**config.mk**
```make
export PLATFORM = sky130hd
export DESIGN_NAME = alu_datapath
export DESIGN_NICKNAME = d
export VERILOG_FILES = /design/src/rtl/alu_datapath_pkg.sv /design/src/rtl/alu.sv /design/src/rtl/mux2to1.sv /design/src/rtl/mux4to1.sv /design/src/rtl/alu_datapath.sv
export SDC_FILE = /design/constraint.sdc
export NUM_CORES = 1
export LEC_CHECK = 0
export ABC_AREA = 0
export BUFFER_PORTS_ARGS = -buffer_cell sky130_fd_sc_hd__buf_4
export CAP_MARGIN = 20
export CORE_ASPECT_RATIO = 0.6
export CORE_UTILIZATION = 35
export DETAILED_ROUTE_END_ITERATION = 12
export GPL_TIMING_DRIVEN = 1
export PLACE_DENSITY_LB_ADDON = 0.1
export SYNTH_ARGS = -nofsm -noshare
export SYNTH_HDL_FRONTEND = slang
export SYNTH_SLANG_ARGS = --single-unit
```
**constraint.sdc**
```tcl
create_clock -name clk -period 3.8 [get_ports clk]
set_input_delay 0.57 -clock clk [delete_from_list [all_inputs] [get_ports clk]]
set_output_delay 0.57 -clock clk [all_outputs]
set_load 0.02 [all_outputs]
```
**src/rtl/alu_datapath_pkg.sv**
```systemverilog
// Shared datapath constants: default register width and the select encodings
// for the operand-B and writeback multiplexers.
package alu_datapath_pkg;

  localparam int unsigned REGISTER_DATA_BITS = 8;

  localparam logic ALU_B_IMM = 1'b0;
  localparam logic ALU_B_REG = 1'b1;

  localparam logic [1:0] WB_ALU = 2'd0;
  localparam logic [1:0] WB_IMM = 2'd1;
  localparam logic [1:0] WB_MEM = 2'd2;
  localparam logic [1:0] WB_RD0 = 2'd3;

endpackage

```
**src/rtl/alu.sv**
```systemverilog
// Registered adder/subtractor: captures result, carry and zero flag when enabled.
module alu import alu_datapath_pkg::*; #(
  parameter int unsigned DATA_BITS = REGISTER_DATA_BITS
) (
  input  logic                 clk_i,
  input  logic                 rst_ni,
  input  logic                 en_i,
  input  logic                 cin_i,
  input  logic [DATA_BITS-1:0] a_i,
  input  logic [DATA_BITS-1:0] b_i,
  output logic [DATA_BITS-1:0] result_o,
  output logic                 cout_o,
  output logic                 zero_o
);

  logic [DATA_BITS-1:0] b_eff;
  logic [DATA_BITS:0]   sum_full;
  logic [DATA_BITS-1:0] result_d, result_q;
  logic                 cout_d, cout_q;
  logic                 zero_d, zero_q;

  // Subtraction is a + ~b + 1, so carry-out means "no borrow".
  always_comb begin
    b_eff    = cin_i ? ~b_i : b_i;
    sum_full = {1'b0, a_i} + {1'b0, b_eff} + {{DATA_BITS{1'b0}}, cin_i};
  end

  always_comb begin
    result_d = result_q;
    cout_d   = cout_q;
    zero_d   = zero_q;
    if (en_i) begin
      result_d = sum_full[DATA_BITS-1:0];
      cout_d   = sum_full[DATA_BITS];
      zero_d   = (sum_full[DATA_BITS-1:0] == '0);
    end
  end

  always_ff @(posedge clk_i) begin
    if (!rst_ni) begin
      result_q <= '0;
      cout_q   <= 1'b0;
      zero_q   <= 1'b0;
    end else begin
      result_q <= result_d;
      cout_q   <= cout_d;
      zero_q   <= zero_d;
    end
  end

  assign result_o = result_q;
  assign cout_o   = cout_q;
  assign zero_o   = zero_q;

endmodule

```
**src/rtl/mux2to1.sv**
```systemverilog
// Two-input data multiplexer used to pick ALU operand B.
module mux2to1 import alu_datapath_pkg::*; #(
  parameter int unsigned DATA_BITS = REGISTER_DATA_BITS
) (
  input  logic                 sel_i,
  input  logic [DATA_BITS-1:0] in0_i,
  input  logic [DATA_BITS-1:0] in1_i,
  output logic [DATA_BITS-1:0] out_o
);

  always_comb begin
    out_o = (sel_i == ALU_B_REG) ? in1_i : in0_i;
  end

endmodule

```
**src/rtl/mux4to1.sv**
```systemverilog
// Four-input data multiplexer used to pick register-file write data.
module mux4to1 import alu_datapath_pkg::*; #(
  parameter int unsigned DATA_BITS = REGISTER_DATA_BITS
) (
  input  logic [1:0]           sel_i,
  input  logic [DATA_BITS-1:0] in0_i,
  input  logic [DATA_BITS-1:0] in1_i,
  input  logic [DATA_BITS-1:0] in2_i,
  input  logic [DATA_BITS-1:0] in3_i,
  output logic [DATA_BITS-1:0] out_o
);

  always_comb begin
    out_o = in0_i;
    unique case (sel_i)
      WB_ALU:  out_o = in0_i;
      WB_IMM:  out_o = in1_i;
      WB_MEM:  out_o = in2_i;
      WB_RD0:  out_o = in3_i;
      default: out_o = in0_i;
    endcase
  end

endmodule

```
**src/rtl/alu_datapath.sv**
```systemverilog
// Execute-stage datapath: operand-B select, registered ALU and writeback select.
module alu_datapath import alu_datapath_pkg::*; #(
  parameter int unsigned DATA_BITS = REGISTER_DATA_BITS
) (
  input  logic                 clk,
  input  logic                 reset_n,
  input  logic                 alu_en,
  input  logic [DATA_BITS-1:0] a,
  input  logic [DATA_BITS-1:0] imm,
  input  logic [DATA_BITS-1:0] rf_b,
  input  logic [DATA_BITS-1:0] load_data,
  input  logic                 b_sel,
  input  logic                 cin,
  input  logic [1:0]           wb_sel,
  output logic [DATA_BITS-1:0] alu_b,
  output logic [DATA_BITS-1:0] result,
  output logic                 cout,
  output logic                 zero,
  output logic [DATA_BITS-1:0] wb_data
);

  mux2to1 #(.DATA_BITS(DATA_BITS)) u_mux_b (
    .sel_i (b_sel),
    .in0_i (imm),
    .in1_i (rf_b),
    .out_o (alu_b)
  );

  alu #(.DATA_BITS(DATA_BITS)) u_alu (
    .clk_i    (clk),
    .rst_ni   (reset_n),
    .en_i     (alu_en),
    .cin_i    (cin),
    .a_i      (a),
    .b_i      (alu_b),
    .result_o (result),
    .cout_o   (cout),
    .zero_o   (zero)
  );

  // Source 0 is the registered result, not the live sum.
  mux4to1 #(.DATA_BITS(DATA_BITS)) u_mux_wb (
    .sel_i (wb_sel),
    .in0_i (result),
    .in1_i (imm),
    .in2_i (load_data),
    .in3_i (a),
    .out_o (wb_data)
  );

endmodule

```
# After elaboration in Yosys (flattened, before gate mapping)
# Index checks and enable logic that the tools add are counted.
# Widths: inputs -> output; s select.
# totals
ff_bits,10
input_bits,39
out_inout_bits,26
elab_cells,14
# op_classes
n_addsub,2
eq_ne,3
muxes,3
bitwise_logic,1
reduce_logical,2
# op_table
op,n
$pmux 8 s4,1
$mux 8,2
$add 8x8->9,1
$add 9x1->9,1
$logic_not 8->1,1
$not 8->8,1
$eq 2x2->1 const B,2
$eq 2x1->1 const B,1
$logic_not 2->1,1

# Longest topological paths before layout
# logic_depth
word_depth,6
mapped_depth,12
mapped_depth_nobuf,11

# Modules after synthesis
# A second synthesis with hierarchy kept.
# unflattened
cells_unflattened,110
area_unflattened_um2,1138.6
# modules_own_cells
mod,instances,cells_each,area_per_inst_um2,seq_area_each_um2
alu,1,91,810.8,200.2
mux4to1,1,10,196.4,0.0
mux2to1,1,9,131.4,0.0

# Least setup slack after synthesis
# No wires, ideal clock.
# synth_path
path_kind,input to register
from,input port b_sel
to,"register u_alu.zero_q, in the netlist u_alu.zero_o"
setup_ns,0.076
arrival_ns,2.961
required_ns,3.724
slack_ns,0.763
cell_stages,10
n_path_buf,1
path_cell_list,buf_6 -> mux2_2 -> xor2_1 -> ha_1 -> a21o_1 -> a21oi_1 -> o221ai_1 -> or3b_1 -> or4_1 -> o21ai_0
# synth_between
elab_chain_len,6
# synth_rtl
item,line_no,text
from (decl),alu_datapath.sv:12,"input logic b_sel,"
$mux 8 *,mux2to1.sv:12,out_o = (sel_i == ALU_B_REG) ? in1_i : in0_i;
via alu_b[4],alu_datapath.sv:15,"output logic [DATA_BITS-1:0] alu_b,"
$not 8->8,alu.sv:24,b_eff = cin_i ? ~b_i : b_i;
$mux 8 *,alu.sv:24,
$add 8x8->9 *,alu.sv:25,"sum_full = {1'b0, a_i} + {1'b0, b_eff} + {{DATA_BITS{1'b0}}, cin_i};"
$add 9x1->9 *,alu.sv:25,
$logic_not 8->1 *,alu.sv:35,zero_d = (sum_full[DATA_BITS-1:0] == '0);
to (signal assigned),alu.sv:47,zero_q <= zero_d;
to (decl),alu.sv:20,"logic zero_d, zero_q;"
# The timed path passes the listed nets; every way through them passes the cells marked *.
# A chain may end at the register's enable or synchronous reset.

# Worst setup path in the final report
# layout_path
from,input port b_sel
to,"register u_alu.zero_q, in the netlist u_alu.zero_o"
# layout_between
elab_chain_len,6
# layout_rtl
item,line_no
$mux 8 *,mux2to1.sv:12
$not 8->8,alu.sv:24
$mux 8 *,alu.sv:24
$add 8x8->9 *,alu.sv:25
$add 9x1->9 *,alu.sv:25
$logic_not 8->1 *,alu.sv:35
# Every way passes the cells marked *; elsewhere a longest branch is shown, timed or not.

==> reports/metrics.cfg <==
[outcome]
status = complete, no violations

[timing]
fin_crit_sh = 0.7954
rsz0062_at_grt = false
finalSetupViolCount = 0
fin_tns_setup_ns = 0
final.min_clock_period_ns = 3.023
fmax_mhz = 330.8
worstMarginPinSlew_ns = 0.3265
maxSlewViolCount = 0
clock_skew_ns = 0
slew-limit-headroom = 0.7804
finalHoldViolations = 0
holdWs_ns = 0.4982

[routing]
detail_route.wirelength_mm = 3.283
vias_per_cell = 5.129
maxUsedRoutingLayer = met4
postRouteAntennaNets = 0
wl_met3_um = 108
first_pass_iters = 4
vias_post_dr = 1113
wl_per_cell_um = 15.13
detailedRoute.firstIterationViolations = 41
detailroute.wirelength.met2_mm = 1.360
wirelength_met1_mm = 1.800
total_drc_errors_in_the_routed_layout = 0

[synth]
synth.top_cells.by_area = dfxtp_1 (18%), mux4_2 (16%), mux2i_1 (9.0%)
synthDominantAreaCellType = dfxtp_1
synth.avg_cell_area_um2 = 9.832
syn-cell-area_um2 = 1111
ys_warn_count = 0
dominantRegCellSynth = dfxtp_1
edff_count_synth = 0
netlist_instances = 113
asyncSetResetFlopFracSynth = 0
yosys_register_bits = 10
post_synth_num_cell_types = 36
synth_sequential_area_ratio = 0.1802
synth_largest_type_area_fraction = 0.1802
synth_common_cells = dfxtp_1 (10), mux2i_1 (10), mux4_2 (8), nor2b_1 (8)
mappedNetlistNets = 160

[clock_network]
resized_gates_after_cts = 0
worst_skew_pair.late_latency_ns = 0.23
clock_transition_at_the_registers_of_the_reported_paths_ns = 0.05
post_cts_buffers = 0
num_cts_buffers = 3
ctsHoldBuffers = 0
clock_tree_from_tritoncts = built
ctsLongestPathBuffers = 2
clock_tree.root_cell = clkbuf_8
cts_htree_levels = 1
numClockSinks = 10

[job]
cap_viol_max_count = 0

[floorplan]
design.die.area_um2 = 3411
ios = 65
placement_rows = 15
initial_utilization = 0.3771
dieWidth_um = 74.74
die_h_um = 45.64
core_area_um2 = 2947

[finish]
final_net_count = 223
finished_core_util = 0.5660
insertedDiodeCount = 0
postLayoutCellArea_um2 = 1668
fill_cells = 264
area_growth_pct = 50.11
post_route_cells_drive_above_1_share = 0.4800

[power]
share_clk_of_total_power = 0.235
reported_leakage_power_nw = 0.7926
fraction_of_power_spent_switching_nets = 0.3690
power.sequential.fraction = 0.232
powerDensity_nw_per_um2 = 339.9
ir_drop_mv = 0.1665
switching_power_mw = 0.2092
p_int_mw = 0.3578
share_comb_of_total_power = 0.533

[min_path]
hold_path_class = flop to flop
timing.hold.worst.start = u_alu.zero_o
worstHoldEndpoint = u_alu.zero_o
hold_path_stages = 2

[place]
finalWeightedCongestion = 0.7826
place.port_buffers = 64
dp_hpwl_mm = 2.801
dpl-instance-area_um2 = 1613

[grt]
number_of_global_route_vias_before_repair = 938
first_pass_grt_wire_length_mm = 4.947
total_global_route_track_usage = 0.2041
grt_antenna_before_repair = 0
grt_start_max_net_pins = 13
overflow = 0

[setup_path]
reg2regPathDepth = 2
cp.required_ns = 3.96
critical_path.reg2reg.endpoint = u_alu.result_o[6]
crit_fanout = 8
reg2reg_from = u_alu.result_o[6]
critPathKind = primary input to flop
setup.worst_path.start_class = primary input
end_kind = flop
worst-r2r-setup-slack_ns = 3.13
worst_ep_arrival_time_ns = 3.18

sequential cells by signal, indices dropped and copies added, names as in the netlist:
name and cells:
u_alu.cout_o 1, u_alu.result_o 8, u_alu.zero_o 1
area by class of cell:
cell class / count / area (um2) / area share
Clock buffer: 4 / 55.05 / 0.03301
Inverter: 7 / 26.28 / 0.01575
Multi-Input combinational cell: 90 / 853.3 / 0.5116
Sequential cell: 10 / 200.2 / 0.1200
Tap cell: 42 / 52.55 / 0.03151
Timing Repair Buffer: 64 / 480.5 / 0.2881
cell families (layout without fill, tap and decap cells):
kind of cell / after synthesis / count (layout) / share of synthesized area
and+or+nand+nor: 26 / 26 / 0.1329
muxes: 25 / 25 / 0.3333
AOI/OAI and AO/OA: 20 / 20 / 0.1182
buffers and inverters: 13 / 75 / 0.05180
xor gates and xnor gates: 11 / 11 / 0.08671
DFF: 10 / 10 / 0.1802
adders and majority gates: 8 / 8 / 0.09684
power groups by stage:
| stage | Combinational [mW] | Clock [mW] | Sequential (mW) |
|---|---|---|---|
| global route | 0.327 | 0.147 | 0.133 |
| detailed placement | 0.301 | 0 | 0.133 |
| finish | 0.302 | 0.133 | 0.132 |
| CTS | 0.301 | 0.137 | 0.131 |
| floorplan | 0.174 | 0 | 0.145 |
| global placement | 0.301 | 0 | 0.133 |
worst max-delay path, cell delays in order:
cell      delay [ns]
buf_4           0.17
mux2i_1         0.28
xnor2_1         0.17
inv_1           0.08
fa_1            0.42
nor2b_1         0.12
o21ai_0         0.09
a21boi_0        0.31
nor2_1          0.12
or3_1           0.37
or4_1           0.39
o21ai_0         0.08
placed cells by master, fill, tap and decap left out:
| cell type | instances |
|---|---|
| a31oi_1 | 1 |
| dfxtp_1 | 10 |
| inv_1 | 7 |
| or3b_1 | 1 |
| a21boi_0 | 1 |
| nor2b_1 | 8 |
| o31a_1 | 1 |
| o221ai_1 | 1 |
| ha_1 | 7 |
| or4_1 | 1 |
| o211a_1 | 1 |
| a21oi_2 | 1 |
| clkbuf_8 | 4 |
| fa_1 | 1 |
| a21o_1 | 2 |
| xor2_1 | 7 |
| xnor2_1 | 4 |
| nor3b_1 | 1 |
| o2111ai_1 | 1 |
| o21ai_0 | 7 |
| nor3_1 | 2 |
| or4b_1 | 1 |
| or3_1 | 2 |
| nand2b_1 | 1 |
| nand3_1 | 1 |
| mux2_2 | 6 |
| o21a_1 | 1 |
| nand2_1 | 5 |
| buf_4 | 64 |
| nor2_1 | 3 |
| a21oi_1 | 3 |
| mux4_2 | 8 |
| mux2i_4 | 1 |
| mux2i_1 | 10 |
metal layers:
layer  track usage  up-vias
met4       0.03396        0
met5             0        -
met1        0.3450      545
met3       0.03319        2
li1              -      541
met2        0.2595       25
per-stage QoR:
step                      total power, mW  worst slack (ns)  instances
after global placement             0.4338            0.5953        213
after detailed placement           0.4339            0.5476        213
after global routing               0.6072            0.5566        217
final                              0.5669            0.7773        217
after CTS                          0.5699            0.7887        217
after floorplan                    0.3192            0.7634        113
worst max-delay path by stage:
| stage | start | end | slack (ns) |
|---|---|---|---|
| after floorplan | b_sel | u_alu.zero_o | 0.76 |
| after global placement | b_sel | u_alu.zero_o | 0.60 |
| after detailed placement | b_sel | u_alu.zero_o | 0.55 |
| after CTS | b_sel | u_alu.zero_o | 0.79 |
| after global routing | b_sel | u_alu.zero_o | 0.56 |
| final | b_sel | u_alu.zero_o | 0.78 |
Note: power is estimated with default switching activity, not from simulation.
